==> config.mk <==
export PLATFORM = sky130hd
export DESIGN_NAME = flag_cmd_arbiter
export DESIGN_NICKNAME = d
export VERILOG_FILES = /design/src/rtl/flag_cmd_pkg.sv /design/src/rtl/flag_cell.sv /design/src/rtl/flag_cmd_arbiter.sv
export SDC_FILE = /design/constraint.sdc
export NUM_CORES = 1
export LEC_CHECK = 0
export CAP_MARGIN = 10
export CORE_ASPECT_RATIO = 0.8
export CORE_MARGIN = 4
export CORE_UTILIZATION = 51
export CTS_CLUSTER_DIAMETER = 100
export CTS_CLUSTER_SIZE = 20
export DETAILED_ROUTE_END_ITERATION = 8
export GPL_ROUTABILITY_DRIVEN = 0
export PLACE_DENSITY = 0.89
export SLEW_MARGIN = 0
export SYNTH_ARGS = -nofsm -noshare
export SYNTH_HDL_FRONTEND = slang
export SYNTH_SLANG_ARGS = --single-unit
export TNS_END_PERCENT = 10
==> constraint.sdc <==
create_clock -name clock -period 5.9 [get_ports clock]
set_input_delay 1.18 -clock clock [delete_from_list [all_inputs] [get_ports clock]]
set_output_delay 1.18 -clock clock [all_outputs]
set_load 0.01 [all_outputs]
==> src/rtl/flag_cmd_pkg.sv <==
// Shared definitions for the flag-command arbiter and its flag cells.
//   CMD_SET / CMD_CLR / CMD_HOLD : 2-bit command encodings (2'b11 also acts as HOLD)
//   IDX_W                        : width of the index returned by oh_to_idx
//   oh_to_idx                    : one-hot vector (up to 32 bits) to binary index
package flag_cmd_pkg;

    localparam logic [1:0] CMD_SET  = 2'b01;
    localparam logic [1:0] CMD_CLR  = 2'b10;
    localparam logic [1:0] CMD_HOLD = 2'b00;

    localparam int IDX_W = 5;

    // OR-reduction of the set bit positions; exact for a one-hot input,
    // returns 0 for an all-zero input.
    function automatic logic [IDX_W-1:0] oh_to_idx(input logic [31:0] oh);
        logic [IDX_W-1:0] idx;
        idx = '0;
        for (int i = 0; i < 32; i++) begin
            if (oh[i]) begin
                idx = idx | IDX_W'(i);
            end else begin
                idx = idx;
            end
        end
        return idx;
    endfunction

endpackage

==> src/rtl/flag_cell.sv <==
// One flag bit of the flag-cell array.
//   clock, reset_n : clock and synchronous active-low reset
//   en             : apply cmd this cycle
//   cmd[1:0]       : SET / CLR / HOLD
//   q, q_n         : flag state and its inverse
module flag_cell
    import flag_cmd_pkg::*;
(
    input  logic       clock,
    input  logic       reset_n,
    input  logic       en,
    input  logic [1:0] cmd,
    output logic       q,
    output logic       q_n
);

    logic flag_q;
    logic flag_d;

    // Next flag value: only SET and CLR change the bit; both HOLD codes keep it.
    always_comb begin
        flag_d = flag_q;
        if (en) begin
            case (cmd)
                CMD_SET: flag_d = 1'b1;
                CMD_CLR: flag_d = 1'b0;
                default: flag_d = flag_q;
            endcase
        end else begin
            flag_d = flag_q;
        end
    end

    // Flag register with synchronous reset.
    always_ff @(posedge clock) begin
        if (!reset_n) begin
            flag_q <= 1'b0;
        end else begin
            flag_q <= flag_d;
        end
    end

    assign q   = flag_q;
    assign q_n = ~flag_q;

endmodule

==> src/rtl/flag_cmd_arbiter.sv <==
// Round-robin arbiter sharing one set/clear command path between NREQ
// requesters; the issued command is applied one cycle later to one cell of
// an NCELL flag array.
//   clock, reset_n : clock and synchronous active-low reset
//   req/cmd/tgt    : per-requester request, 2-bit command, TW-bit target
//   gnt            : registered one-hot grant (one cycle)
//   cmd_vld/cmd_out/tgt_out : registered issued command
//   flags/flags_n  : flag array state and its inverse
//   err            : sticky out-of-range target indication
module flag_cmd_arbiter
    import flag_cmd_pkg::*;
#(
    parameter int NREQ  = 4,
    parameter int NCELL = 2,
    parameter int TW    = 1
) (
    input  logic                 clock,
    input  logic                 reset_n,
    input  logic [NREQ-1:0]      req,
    input  logic [2*NREQ-1:0]    cmd,
    input  logic [TW*NREQ-1:0]   tgt,
    output logic [NREQ-1:0]      gnt,
    output logic                 cmd_vld,
    output logic [1:0]           cmd_out,
    output logic [TW-1:0]        tgt_out,
    output logic [NCELL-1:0]     flags,
    output logic [NCELL-1:0]     flags_n,
    output logic                 err
);

    // Pointer width; oh_to_idx limits NREQ to 32.
    localparam int PW = (NREQ > 1) ? $clog2(NREQ) : 1;

    logic [NREQ-1:0]  gnt_q, gnt_d;
    logic             cmd_vld_q, cmd_vld_d;
    logic [1:0]       cmd_out_q, cmd_out_d;
    logic [TW-1:0]    tgt_out_q, tgt_out_d;
    logic [PW-1:0]    ptr_q, ptr_d;
    logic             err_q, err_d;

    logic [NREQ-1:0]  elig_s;
    logic [NREQ-1:0]  win_oh_s;
    logic             found_s;
    logic [PW:0]      idx_s;
    logic [IDX_W-1:0] oh_idx_s;
    logic [PW-1:0]    win_idx_s;
    logic             tgt_oor_s;
    logic [NCELL-1:0] cell_en_s;

    // Round-robin search from ptr; last cycle's grantee is masked out.
    always_comb begin
        elig_s   = req & ~gnt_q;
        win_oh_s = '0;
        found_s  = 1'b0;
        idx_s    = '0;
        for (int k = 0; k < NREQ; k++) begin
            idx_s = {1'b0, ptr_q} + (PW+1)'(k);
            if (idx_s >= (PW+1)'(NREQ)) begin
                idx_s = idx_s - (PW+1)'(NREQ);
            end else begin
                idx_s = idx_s;
            end
            if (!found_s && elig_s[idx_s[PW-1:0]]) begin
                win_oh_s[idx_s[PW-1:0]] = 1'b1;
                found_s                 = 1'b1;
            end else begin
                found_s = found_s;
            end
        end
        oh_idx_s  = oh_to_idx(32'(win_oh_s));
        win_idx_s = oh_idx_s[PW-1:0];
    end

    // Issue registers, pointer advance and sticky error next-state.
    always_comb begin
        gnt_d     = '0;
        cmd_vld_d = 1'b0;
        cmd_out_d = cmd_out_q;
        tgt_out_d = tgt_out_q;
        ptr_d     = ptr_q;
        if (found_s) begin
            gnt_d     = win_oh_s;
            cmd_vld_d = 1'b1;
            cmd_out_d = cmd[32'd2 * 32'(win_idx_s) +: 2];
            tgt_out_d = tgt[32'(TW) * 32'(win_idx_s) +: TW];
            ptr_d     = (win_idx_s == PW'(NREQ - 1)) ? '0 : win_idx_s + 1'b1;
        end else begin
            gnt_d     = '0;
            cmd_vld_d = 1'b0;
        end
        // A target beyond the array is dropped by the cells and flagged here.
        tgt_oor_s = ({1'b0, tgt_out_q} >= (TW+1)'(NCELL));
        err_d     = err_q | (cmd_vld_q & tgt_oor_s);
    end

    // Arbiter state registers with synchronous reset.
    always_ff @(posedge clock) begin
        if (!reset_n) begin
            gnt_q     <= '0;
            cmd_vld_q <= 1'b0;
            cmd_out_q <= 2'b00;
            tgt_out_q <= '0;
            ptr_q     <= '0;
            err_q     <= 1'b0;
        end else begin
            gnt_q     <= gnt_d;
            cmd_vld_q <= cmd_vld_d;
            cmd_out_q <= cmd_out_d;
            tgt_out_q <= tgt_out_d;
            ptr_q     <= ptr_d;
            err_q     <= err_d;
        end
    end

    // The issued command is applied by the addressed cell on the next edge.
    for (genvar i = 0; i < NCELL; i++) begin : g_cell
        assign cell_en_s[i] = cmd_vld_q && (tgt_out_q == TW'(i));

        flag_cell u_flag_cell (
            .clock   (clock),
            .reset_n (reset_n),
            .en      (cell_en_s[i]),
            .cmd     (cmd_out_q),
            .q       (flags[i]),
            .q_n     (flags_n[i])
        );
    end

    assign gnt     = gnt_q;
    assign cmd_vld = cmd_vld_q;
    assign cmd_out = cmd_out_q;
    assign tgt_out = tgt_out_q;
    assign err     = err_q;

endmodule

# [After elaboration in Yosys (flattened, before gate mapping)]
# Cells that the tools add are included.
[op_classes] n_addsub=8 n_mul=0 div=0 n_lt_le_gt_ge=12 eq_ne=3 shifts=2 muxes=34 bitwise_logic=8 n_reduce_logical=16
[op_table] op="$mux W4" count=4
[op_table] op="$mux W1" count=14
[op_table] op="$mux W2" count=7
[op_table] op="$lt A2 B3 Y1 const B" count=4
[op_table] op="$or A4 B4 Y4" count=3
[op_table] op="$ge A3 B3 Y1 const B" count=3
[op_table] op="$logic_and A1 B1 Y1" count=9
[op_table] op="$bmux W1 S2" count=4
[op_table] op="$demux W1 S2" count=4
[op_table] op="$ge A2 B1 Y1 const B" count=4
[op_table] op="$shiftx A8 B4 Y2" count=1
[op_table] op="$sub A2 B1 Y2 const B" count=4
[op_table] op="$add A2 B2 Y3 const B" count=2
[op_table] op="$reduce_and A2 Y1" count=3
[op_table] op="$and A4 B4 Y4" count=1
[op_table] op="$eq A2 B2 Y1 const B" count=2
[op_table] op="$not A4 Y4" count=1
[op_table] op="$shiftx A4 B3 Y1" count=1
[op_table] op="$add A2 B1 Y3 const B" count=1
[op_table] op="$ge A2 B3 Y1 const B" count=1
[op_table] op="$logic_not A1 Y1" count=3
[op_table] op="$not A1 Y1" count=3
[op_table] op="$add A2 B1 Y2 const B" count=1
[op_table] op="$eq A2 B1 Y1 const B" count=1
[op_table] op="2 further kinds" count=2
[totals] register_bits=12 latchBits=0 ram_bits=0 mem_bits_ro=0 input_bits=18 out_inout_bits=13 elab_cells=90 mem_count=0

# [Logic depth before layout (Yosys ltp)]
# Gate-level depths: netlist of run 1.
[depth] depth_word=19 depth_mapped=10 depth_no_buf=9

# [Hierarchy]
# From an unflattened synthesis of run 1, not the netlist that was laid out.
[unflattened] hier_cells=109 area_unflattened_um2=988.4
[modules_own_cells] mod="flag_cmd_arbiter" n_inst=1 cells_each=95 area_per_inst_um2=860.8 seq_area_each_um2=200.2
[modules_own_cells] mod="flag_cell" n_inst=2 cells_each=7 area_per_inst_um2=63.8 seq_area_each_um2=20.0

# [Worst setup path before layout of run 1]
# Ideal clock, no wire load.
[synth_path] path_type="input to register" startpoint="input req[0]" endpoint="register cmd_out_q[0], in the netlist cmd_out[0]" arrival_ns=3.140 t_required_ns=5.821 slack_ns=2.681 path_stages=7 n_path_buf=0 path_cell_list="nor2b_1 mux4_2 and2_0 a221o_1 a311o_1 or3_4 o211ai_1"
[synth_between] elab_chain_len=17 elab_cells_between_ends=30 cone_classes="shift (1); mux (19); bitwise (4); reduce/logical (6)"
[synth_lines] item="start, declared" line="flag_cmd_arbiter.sv:19" source="input logic [NREQ-1:0] req,"
[synth_lines] item="$and A4 B4 Y4 (*)" line="flag_cmd_arbiter.sv:52" source="elig_s = req & ~gnt_q;"
[synth_lines] item="$bmux W1 S2" line="flag_cmd_arbiter.sv:63" source="if (!found_s && elig_s[idx_s[PW-1:0]]) begin"
[synth_lines] item="$mux W1 (implied by the code)" line="flag_cmd_arbiter.sv:63"
[synth_lines] item="$mux W1" line="flag_cmd_arbiter.sv:63"
[synth_lines] item="$logic_not A1 Y1" line="flag_cmd_arbiter.sv:63"
[synth_lines] item="$logic_and A1 B1 Y1" line="flag_cmd_arbiter.sv:63"
[synth_lines] item="$mux W1" line="flag_cmd_arbiter.sv:63"
[synth_lines] item="$logic_not A1 Y1" line="flag_cmd_arbiter.sv:63"
[synth_lines] item="$logic_and A1 B1 Y1" line="flag_cmd_arbiter.sv:63"
[synth_lines] item="$mux W1" line="flag_cmd_arbiter.sv:63"
[synth_lines] item="$logic_not A1 Y1" line="flag_cmd_arbiter.sv:63"
[synth_lines] item="$logic_and A1 B1 Y1" line="flag_cmd_arbiter.sv:63"
[synth_lines] item="$mux W4" line="flag_cmd_arbiter.sv:63"
[synth_lines] item="$mux W1" line="flag_cmd_pkg.sv:19" source="if (oh[i]) begin"
[synth_lines] item="$mux W2 (2 in series)" line="flag_cmd_pkg.sv:19"
[synth_lines] item="$shiftx A8 B4 Y2" line="flag_cmd_arbiter.sv:84" source="cmd_out_d = cmd[32'd2 * 32'(win_idx_s) +: 2];"
[synth_lines] item="end signal, assigned" line="flag_cmd_arbiter.sv:108" source="cmd_out_q <= cmd_out_d;"
[synth_lines] item="end, declared" line="flag_cmd_arbiter.sv:36" source="logic [1:0] cmd_out_q, cmd_out_d;"
# Every way passes the cells marked *; elsewhere a longest branch is shown, timed or not. The select of a mux whose other input is x is not followed.
# A chain may end at the register's enable or synchronous reset.

# [Worst setup path in the final report of run 1]
[layout_path] startpoint="input req[0]" endpoint="register tgt_out_q, in the netlist tgt_out"
[layout_between] elab_chain_len=17 elab_cells_between_ends=30 cone_classes="shift (1); mux (19); bitwise (4); reduce/logical (6)"
[layout_lines] item="$and A4 B4 Y4 (*)" line="flag_cmd_arbiter.sv:52"
[layout_lines] item="$bmux W1 S2" line="flag_cmd_arbiter.sv:63"
[layout_lines] item="$mux W1 (implied by the code)" line="flag_cmd_arbiter.sv:63"
[layout_lines] item="$mux W1" line="flag_cmd_arbiter.sv:63"
[layout_lines] item="$logic_not A1 Y1" line="flag_cmd_arbiter.sv:63"
[layout_lines] item="$logic_and A1 B1 Y1" line="flag_cmd_arbiter.sv:63"
[layout_lines] item="$mux W1" line="flag_cmd_arbiter.sv:63"
[layout_lines] item="$logic_not A1 Y1" line="flag_cmd_arbiter.sv:63"
[layout_lines] item="$logic_and A1 B1 Y1" line="flag_cmd_arbiter.sv:63"
[layout_lines] item="$mux W1" line="flag_cmd_arbiter.sv:63"
[layout_lines] item="$logic_not A1 Y1" line="flag_cmd_arbiter.sv:63"
[layout_lines] item="$logic_and A1 B1 Y1" line="flag_cmd_arbiter.sv:63"
[layout_lines] item="$mux W4" line="flag_cmd_arbiter.sv:63"
[layout_lines] item="$mux W1" line="flag_cmd_pkg.sv:19"
[layout_lines] item="$mux W2 (2 in series)" line="flag_cmd_pkg.sv:19"
[layout_lines] item="$shiftx A4 B3 Y1" line="flag_cmd_arbiter.sv:85" source="tgt_out_d = tgt[32'(TW) * 32'(win_idx_s) +: TW];"
[layout_lines] item="end signal, assigned" line="flag_cmd_arbiter.sv:109" source="tgt_out_q <= tgt_out_d;"
[layout_lines] item="end, declared" line="flag_cmd_arbiter.sv:37" source="logic [TW-1:0] tgt_out_q, tgt_out_d;"
# Marked as above.

==> results of run 1 <==
-- worst max path at each step --
stage / from / endpoint / cells past startpoint
2_1_floorplan: req[0] / cmd_out[0]$_SDFFE_PN0N_ / 7
5_1_grt: req[2] / cmd_out[0]$_SDFFE_PN0N_ / 8
3_3_place_gp: req[0] / cmd_out[0]$_SDFFE_PN0N_ / 8
6_report: req[0] / tgt_out$_SDFFE_PN0N_ / 8
3_5_place_dp: req[0] / tgt_out$_SDFFE_PN0N_ / 8
4_1_cts: req[0] / tgt_out$_SDFFE_PN0N_ / 8
-- through the flow --
| step | power [mW] | setup WS [ns] | cell area (µm²) |
|---|---|---|---|
| after CTS | 0.6399 | 2.301 | 1395 |
| after global routing | 0.6996 | 2.170 | 1395 |
| after detailed placement | 0.5763 | 2.043 | 1359 |
| after floorplan | 0.4562 | 2.681 | 1092 |
| final | 0.6489 | 2.232 | 1395 |
| after global placement | 0.5583 | 2.168 | 1359 |
-- registers in the layout (all words and copies together) (netlist names) --
name and flops:
gnt 4, cmd_out 2, g_cell.u_flag_cell.q 2, ptr_q 2, cmd_vld 1, tgt_out 1
-- area by class of cell --
cell class,count,share of cell area [%]
Sequential cell,12,17.22
Clock buffer,4,2.601
Multi-Input combinational cell,108,55.34
Inverter,7,1.883
Timing Repair Buffer,29,20.81
Tap cell,24,2.152
-- cells in the mapped netlist (all sizes together) (2+ instances only) --
library cell | number | area, µm²
o21ai | 2 | 10.01
o211ai | 5 | 37.54
and2 | 5 | 31.28
nand4 | 2 | 12.51
nor3 | 3 | 15.01
nor4 | 3 | 18.77
nand2 | 16 | 60.06
and3 | 4 | 25.02
o22ai | 4 | 25.02
buf | 7 | 53.80
mux4 | 3 | 67.56
dfxtp | 12 | 240.2
a21oi | 3 | 15.01
a221o | 2 | 20.02
ha | 8 | 100.1
nand2b | 5 | 31.28
or3 | 2 | 17.52
nor2b | 4 | 40.04
inv | 7 | 26.28
nor2 | 12 | 45.04
a21boi | 3 | 22.52
a211oi | 2 | 15.01
a311o | 2 | 20.02
nand3b | 2 | 15.01
o221ai | 3 | 26.28
-- per-layer routing --
| metal | global-route usage (%) | vias to the layer above |
|---|---|---|
| met5 | 0 | - |
| met4 | 2.214 | 0 |
| met3 | 2.646 | 4 |
| met2 | 35.79 | 87 |
| met1 | 29.25 | 518 |
| li1 | - | 546 |
-- worst register-to-register path, stage by stage (launching register included) --
cell      delay (ns)
dfxtp_1         0.65
inv_1           0.21
ha_1            0.42
mux4_2          0.34
nor2_1          0.13
a221o_1         0.37
a311o_1         0.36
or3_4           0.42
o211ai_1        0.19
-- where the power goes --
part | switching, mW | internal [mW] | total (mW)
logic | 0.233 | 0.205 | 0.438
clock network | 0.0262 | 0.0375 | 0.0637
registers | 0.0374 | 0.110 | 0.147
total | 0.297 | 0.352 | 0.649
-- cells by family after synthesis --
logic type	share of synthesized area [%]
AND/OR/NAND/NOR	31.84
AO/OA/AOI/OAI	22.11
buffers and inverters	7.331
flip-flops	21.99
adder cells (fa/ha/maj)	9.164
multiplexers	7.216
other	0.3433
==> impl_metrics.tcl, run 1 <==
set metrics [dict create \
    status "completed" \
    post-place-cells 180 \
    instances_no_fill 184 \
    min_to "cmd_out[0]$_SDFFE_PN0N_" \
    yosysUniqueCellTypes 43 \
    slew-limit-headroom_pct 55.95 \
    synth_cells 134 \
    cts.path.max_buffers 2 \
    endpoint_kind "flop" \
    postCtsHoldBufs 0 \
    die_area_um2 2951 \
    yosys_warnings 0 \
    ios 31 \
    maxCapViolations 0 \
    drt_iter0_drc 137 \
    via_per_inst 6.277 \
    path_max_fanout 7 \
    critical-path-top-delay-family "compound AO/OA/AOI/OAI gates" \
    min_period_ns 3.668 \
    grt_pass1_wl_um 4933 \
    p_per_area_nw_per_um2 465.1 \
    worst_r2r_path_depth 8 \
    postCtsSetupBuffers 0 \
    cts_tree "yes" \
    final_util_pct 71.11 \
    synth-edff-count 0 \
    grt_antenna_before_repair 0 \
    die_x_um 59.74 \
    vias 1155 \
    holdPathStages 2 \
    ys_ff_latch 12 \
    track_usage_pct 21.19 \
    fillCellCount 154 \
    regToRegSetupSlack_ns 2.71 \
    hold_path_class "reg -> reg" \
    cp_data_arrival_time_ns 3.86 \
    critPathRequiredTime_ns 6.09 \
    dp_hpwl_um 2442 \
    worstMarginPinSlew_ns 0.6558 \
    start_kind "primary input" \
    multi_input_area_um2 772.0 \
    portBuffers 29 \
    async_reset_ff_share_pct 0 \
    grt_max_degree 15 \
    fin_skew_ns 0.001878 \
    critPathSlowestCell "clkdlybuf4s50_1" \
    highest_layer "met4" \
    gr-total-overflow 0 \
    drc 0 \
    clk_pin_slew_ns 0.07 \
    synth_area_um2 1092 \
    seq_area_um2 240.2 \
    wl_per_cell_um 16.48 \
    area_growth_pct 27.72 \
    tns_ns 0 \
    synth_nets 160 \
    placementRows 14 \
    htree_levels 1 \
    ant_nets 0 \
    cp_cell_sequence "clkdlybuf4s50_1 -> nor2b_1 -> mux4_2 -> nor2_1 -> a221o_1 -> a311o_1 -> or3_4 -> o211ai_1" \
    grt_pass1_vias 1055 \
    coreArea_um2 1962 \
    drt_first_pass_iters 4 \
    min_period_over_period_pct 62.17 \
    fmax_mhz 272.6 \
    wl_met1_um 1180 \
    syn_area_per_cell_um2 8.151 \
    rsz0062_at_grt "false" \
    wl_met3_um 377 \
    insertedDiodeCount 0 \
    setup-violations-final 0 \
    cts-buffers-inserted 3 \
    mostFrequentLayoutCell "clkdlybuf4s50_1" \
    hold-worst-slack_ns 0.5228 \
    crit_buf_inv 1 \
    max_stage_delay_ns 0.49 \
    seq_area_frac_synth_pct 21.99 \
    cts.sinks 12 \
    drt_wl_total_um 3033 \
    met2_length_um 1454 \
    vdd_drop_max_uv 271.1 \
    cts_resized 0 \
    die_h_um 49.40 \
    mostFrequentLayoutCells "29 x clkdlybuf4s50_1, 16 x nand2_1, 12 x nor2_1, 12 x dfxtp_1, 8 x ha_1" \
    clk_latency_ns 0.27 \
    cts.root.buffer_cell "clkbuf_4" \
    crit_type "in -> reg" \
    final_hold_viol_count 0 \
    leakage_nw 0.5452 \
    min-delay-start "cmd_out[0]$_SDFFE_PN0N_" \
    initial_core_util_pct 55.68 \
    reg2reg_from "ptr_q[0]$_SDFFE_PN0N_" \
    r2r_end "tgt_out$_SDFFE_PN0N_" \
    num-nets-final 187 \
    slew_violations 0 \
    drive_above_1_share_pct 8.750 \
    ys.flop_type "dfxtp_1" \
]
No activity file was read; power rests on OpenSTA's default activity.
==> run 2, diff against run 1 <==
Settings changed: CORE_UTILIZATION 51 to 47, PLACE_DENSITY 0.89 to 0.83.
Clock period 5.9 ns to 3.4 ns, I/O delays scaled along.
==> run 2 against run 1 <==
Compared with the run above:
- worst setup slack got worse by 1.9 ns
- non-clock buffer count grew 3
- die area rose by 7.2%
- power rose by 79%
- largest cell class unchanged
- clock-buffer cell count stayed put
- sequential power grew 61%
- cell count rose by 2.2%
- combinational power grew 86%
- first-iteration DRC count down 32%
==> impl_metrics.tcl, run 2 (synthesis results as in run 1) <==
set metrics [dict create \
    stdcell_area_um2 1419 \
    postCtsHoldBufs 0 \
    cts.path.max_buffers 2 \
    mostFrequentLayoutCell "clkdlybuf4s50_1" \
    die_x_um 61.90 \
    seqPwrFrac_pct 20.3 \
    critical-path-top-delay-family "compound AO/OA/AOI/OAI gates" \
    htree_levels 1 \
    switchingPower_uw 532.4 \
    track_usage_pct 20.72 \
    die_h_um 51.12 \
    start_kind "primary input" \
    grt_pass1_vias 1144 \
    instances_no_fill 188 \
    gr-total-overflow 0 \
    leakage_nw 0.5603 \
    coreArea_um2 2177 \
    cp_cell_sequence "clkdlybuf4s50_1 -> nor2b_1 -> mux4_2 -> nor2_1 -> a221o_1 -> a311o_1 -> or3_4 -> o211ai_1" \
    via_per_inst 6.330 \
    design_power_total_mw 1.164 \
    status "completed" \
    setup-violations-final 0 \
    cts_resized 0 \
    insertedDiodeCount 0 \
    path_max_fanout 6 \
    postCtsSetupBuffers 0 \
    drc 0 \
    min_period_ns 3.039 \
    cts_tree "yes" \
    min_period_over_period_pct 89.37 \
    drt_iter0_drc 93 \
    grt_max_degree 14 \
    tns_ns 0 \
    hold-worst-slack_ns 0.5083 \
    switching_share_pct 45.73 \
    grt_pass1_wl_um 4864 \
    mostFrequentLayoutCells "29 x clkdlybuf4s50_1, 16 x nand2_1, 12 x nor2_1, 12 x dfxtp_1, 8 x ha_1" \
    slew-limit-headroom_pct 57.58 \
    power_frac_comb_pct 69.8 \
    initial_core_util_pct 50.17 \
    p_clk_share_pct 9.8 \
    fillCellCount 185 \
    p_per_area_nw_per_um2 820.6 \
    drt_first_pass_iters 4 \
    dp_hpwl_um 2534 \
    vias 1190 \
    fin_skew_ns 0.002238 \
    cts.sinks 12 \
    area_growth_pct 29.90 \
    fmax_mhz 329.1 \
    clk_pin_slew_ns 0.08 \
    cts.root.buffer_cell "clkbuf_4" \
    drive_above_1_share_pct 10.43 \
    critPathSlowestCell "clkdlybuf4s50_1" \
    ant_nets 0 \
    internal_power_uw 631.9 \
    clk_latency_ns 0.28 \
    cts-buffers-inserted 3 \
    endpoint_kind "flop" \
    worstMarginPinSlew_ns 0.6315 \
    grt_antenna_before_repair 0 \
    crit_buf_inv 1 \
    max_stage_delay_ns 0.48 \
    num-nets-final 190 \
    slew_violations 0 \
    post-place-cells 184 \
    placementRows 15 \
    ios 31 \
    die_area_um2 3164 \
    place_area_um2 1383 \
    cp_data_arrival_time_ns 3.24 \
    crit_type "in -> reg" \
    vdd_drop_max_uv 458.0 \
    rsz0062_at_grt "false" \
    wl_per_cell_um 16.84 \
    final_hold_viol_count 0 \
    portBuffers 29 \
    maxCapViolations 0 \
    hold_path_class "reg -> reg" \
    drt_wl_total_um 3165 \
    largest_reg_flops 4 \
    critPathRequiredTime_ns 3.60 \
]
run 2: metrics by stage:
| stage | worst slack, ns | utilization, % |
|---|---|---|
| 2_1_floorplan | 0.6807 | - |
| 3_3_place_gp | 0.1870 | 63.51 |
| 4_1_cts | 0.3914 | 65.17 |
| 3_5_place_dp | 0.09583 | 63.51 |
| 6_report | 0.3614 | 65.17 |
| 5_1_grt | 0.2830 | 65.17 |
run 2: worst paths after layout:
check,slack [ns],cells after the start,endpoint,startpoint
min reg2reg,0.51,2,cmd_out[0]$_SDFFE_PN0N_,cmd_out[0]$_SDFFE_PN0N_
max reg2reg,0.47,8,cmd_out[1]$_SDFFE_PN0N_,ptr_q[1]$_SDFFE_PN0N_
max,0.36,8,cmd_out[1]$_SDFFE_PN0N_,req[2]
min,0.51,2,cmd_out[0]$_SDFFE_PN0N_,cmd_out[0]$_SDFFE_PN0N_
run 2: layer usage:
layer	global-route usage [%]	vias up	wire length, µm
met1	24.96	544	1343
met2	32.75	85	1477
met4	8.481	0	70
li1	-	552	-
met5	0	-	0
met3	7.576	9	274
run 2: worst min-delay path: cells and delay by family (launching register included):
family | cells | cell delay, ns
AO/OA/AOI/OAI | 1 | 0.07
AND/OR/NAND/NOR | 1 | 0.06
flip-flops | 1 | 0.33
run 2: area by class of cell:
type | count | area (µm²) | share of cell area (%)
Clock buffer | 4 | 36.28 | 2.557
Multi-Input combinational cell | 108 | 772.0 | 54.41
Timing Repair Buffer | 32 | 312.8 | 22.05
Tap cell | 25 | 31.28 | 2.205
Sequential cell | 12 | 240.2 | 16.93
Inverter | 7 | 26.28 | 1.852
run 2: power by group through the flow:
stage	clock, mW	sequential (mW)	combinational [mW]
after floorplan	0	0.249	0.542
after global routing	0.127	0.243	0.873
final	0.114	0.237	0.813
after detailed placement	0	0.237	0.798
after global placement	0	0.235	0.769
after CTS	0.117	0.236	0.802
==> run 3, diff against run 2 <==
Settings changed: CORE_UTILIZATION 47 to 46, SLEW_MARGIN 0 to 20, SYNTH_HIERARCHICAL set to 1.
==> run 3 against run 2 <==
Compared with the run above:
- die area decreased by 6.5%
- first-iteration DRC count decreased by 44%
- clock power about the same
- largest power group unchanged
==> impl_metrics.tcl, run 3 <==
set metrics [dict create \
    async_reset_ff_share_pct 0 \
    path_max_fanout 6 \
    yosys_warnings 6 \
    grt_max_degree 11 \
    ios 31 \
    syn_area_per_cell_um2 9.068 \
    critPathRequiredTime_ns 3.57 \
    critPathSlowestCell "mux4_2" \
    cts-buffers-inserted 3 \
    coreArea_um2 1962 \
    cts_resized 0 \
    vdd_drop_max_uv 528.0 \
    num-nets-final 168 \
    setup-violations-final 0 \
    grt_pass1_vias 919 \
    cts_tree "yes" \
    initial_core_util_pct 50.38 \
    insertedDiodeCount 0 \
    drc 0 \
    drt_iter0_drc 52 \
    mostFrequentLayoutCell "clkdlybuf4s50_1" \
    die_area_um2 2959 \
    fillCellCount 161 \
    use_met1_pct 22.56 \
    final_hold_viol_count 0 \
    leakage_nw 0.5858 \
    tns_ns 0 \
    die_h_um 49.46 \
    multi_input_area_um2 684.4 \
    clk_latency_ns 0.28 \
    min_period_over_period_pct 85.05 \
    synth_cells 109 \
    cp_cell_sequence "clkdlybuf4s50_1 -> nor2b_1 -> mux4_2 -> nor2b_4 -> a22o_1 -> a211oi_4 -> nand2_1 -> mux2i_1 -> a21boi_1" \
    grt_pass1_wl_um 3988 \
    status "completed" \
    synth_common_cells "12 x dfxtp_1, 9 x ha_1, 8 x nor3_1" \
    synth_area_um2 988.4 \
    seq_area_um2 240.2 \
    gr-total-overflow 0 \
    hold_path_class "reg -> reg" \
    postCtsSetupBuffers 0 \
    clk_pin_slew_ns 0.08 \
    groute.layer.met3.usage_pct 4.961 \
    design_power_total_mw 1.135 \
    fmax_mhz 345.8 \
    ys_ff_latch 12 \
    cts.path.max_buffers 2 \
    maxCapViolations 0 \
    seq_area_frac_synth_pct 24.30 \
    drt_wl_total_um 2415 \
    yosys.area.top_type "dfxtp_1" \
    wl_per_cell_um 14.73 \
    grt_use_met2_pct 27.34 \
    largest_reg_flops 4 \
    synthTopCellsByArea "dfxtp_1 24%, ha_1 11%, mux2i_1 6.1%, mux4_2 4.6%, nor2b_4 4.2%" \
    dp_hpwl_um 1917 \
    cts.root.buffer_cell "clkbuf_4" \
    mostFrequentLayoutCells "29 x clkdlybuf4s50_1, 12 x dfxtp_1, 9 x ha_1" \
    synth.top_cell.area_share_pct 24.30 \
    setup_ws_ns 0.5083 \
    crit_type "in -> reg" \
    post-place-cells 160 \
    postCtsHoldBufs 0 \
    ant_nets 0 \
    instances_no_fill 164 \
    grt_antenna_before_repair 0 \
    fin_skew_ns 0.005346 \
    cts.sinks 12 \
    endpoint_kind "flop" \
    max_stage_delay_ns 0.51 \
    synth-edff-count 0 \
    drt_first_pass_iters 5 \
    start_kind "primary input" \
    yosysMostFrequentCell "dfxtp_1" \
    vias 936 \
    track_usage_pct 17.36 \
    drive_above_1_share_pct 14.29 \
    ys.flop_type "dfxtp_1" \
    die_x_um 59.83 \
    rsz0062_at_grt "false" \
    cp_data_arrival_time_ns 3.06 \
    yosysUniqueCellTypes 39 \
    portBuffers 29 \
    min_period_ns 2.892 \
    place_ws_ns 0.2511 \
    p_per_area_nw_per_um2 856.1 \
    placementRows 14 \
    htree_levels 1 \
    via_per_inst 5.707 \
    synth_nets 136 \
    area_growth_pct 34.18 \
    busiest_layer "met2" \
    slew_violations 0 \
]
-- run 3: cell count changes in the layout (fill, tap and decap cells not counted), moves of 4 or more --
cell / previous run / this run
nand2_1: 16 / 6
nor2_1: 12 / 5
mux2i_1: 0 / 6
nor3_1: 3 / 8
nor2b_1: 2 / 6
o22ai_1: 4 / 0
-- run 3: per-stage QoR --
stage / cell area [µm²] / hold slack [ns] / util, %
3_3_place_gp: 1290 / 0.5021 / 65.75
2_1_floorplan: 988.4 / 0.5583 / -
5_1_grt: 1326 / 0.5695 / 67.60
4_1_cts: 1326 / 0.5467 / 67.60
6_report: 1326 / 0.5415 / 67.60
3_5_place_dp: 1290 / 0.5353 / 65.75
-- run 3: report_power, final --
| group | switching [mW] | internal [mW] |
|---|---|---|
| Sequential | 0.0630 | 0.194 |
| Combinational | 0.383 | 0.381 |
| Clock | 0.0486 | 0.0652 |
-- run 3: final timing paths --
path | start | endpoint | slack, ns | cells after the start
setup / recovery | req[3] | cmd_out[0]$_SDFFE_PN0N_ | 0.51 | 9
hold reg to reg | g_cell[1].u_flag_cell/q$_SDFFE_PN0P_ | g_cell[1].u_flag_cell/q$_SDFFE_PN0P_ | 0.54 | 1
hold / removal | g_cell[1].u_flag_cell/q$_SDFFE_PN0P_ | g_cell[1].u_flag_cell/q$_SDFFE_PN0P_ | 0.54 | 1
setup reg to reg | ptr_q[1]$_SDFFE_PN0N_ | cmd_out[0]$_SDFFE_PN0N_ | 0.53 | 9
-- run 3: cell type report --
| type | instances | area share (%) |
|---|---|---|
| tap | 24 | 2.264 |
| timing repair buffer | 31 | 23.02 |
| clock buffer | 4 | 2.736 |
| inverter | 8 | 2.264 |
| sequential | 12 | 18.11 |
| multi-input combinational | 85 | 51.60 |
-- run 3: routing by layer --
layer  wire [µm]  up-vias
met4          13        0
met2        1106       47
li1            -      459
met5           0        -
met1        1076      428
met3         219        2
-- run 3: logic make-up (layout without fill, tap and decap cells) --
group | after synthesis | after routing | synth area share (%)
compound gates | 25 | 25 | 20.38
mux | 8 | 8 | 10.63
flops | 12 | 12 | 24.30
buf+inv | 12 | 43 | 6.456
fa+ha+maj | 9 | 9 | 11.39
xor+xnor | 1 | 1 | 0.8862
simple gates | 41 | 41 | 25.57
other cells | 1 | 1 | 0.3794
-- run 3: critical path, delay by kind of cell --
| family | cells | cell delay (ns) |
|---|---|---|
| muxes | 2 | 0.74 |
| AOI/OAI and AO/OA | 3 | 0.64 |
| and+or+nand+nor | 3 | 0.57 |
| buffers and inverters | 1 | 0.42 |
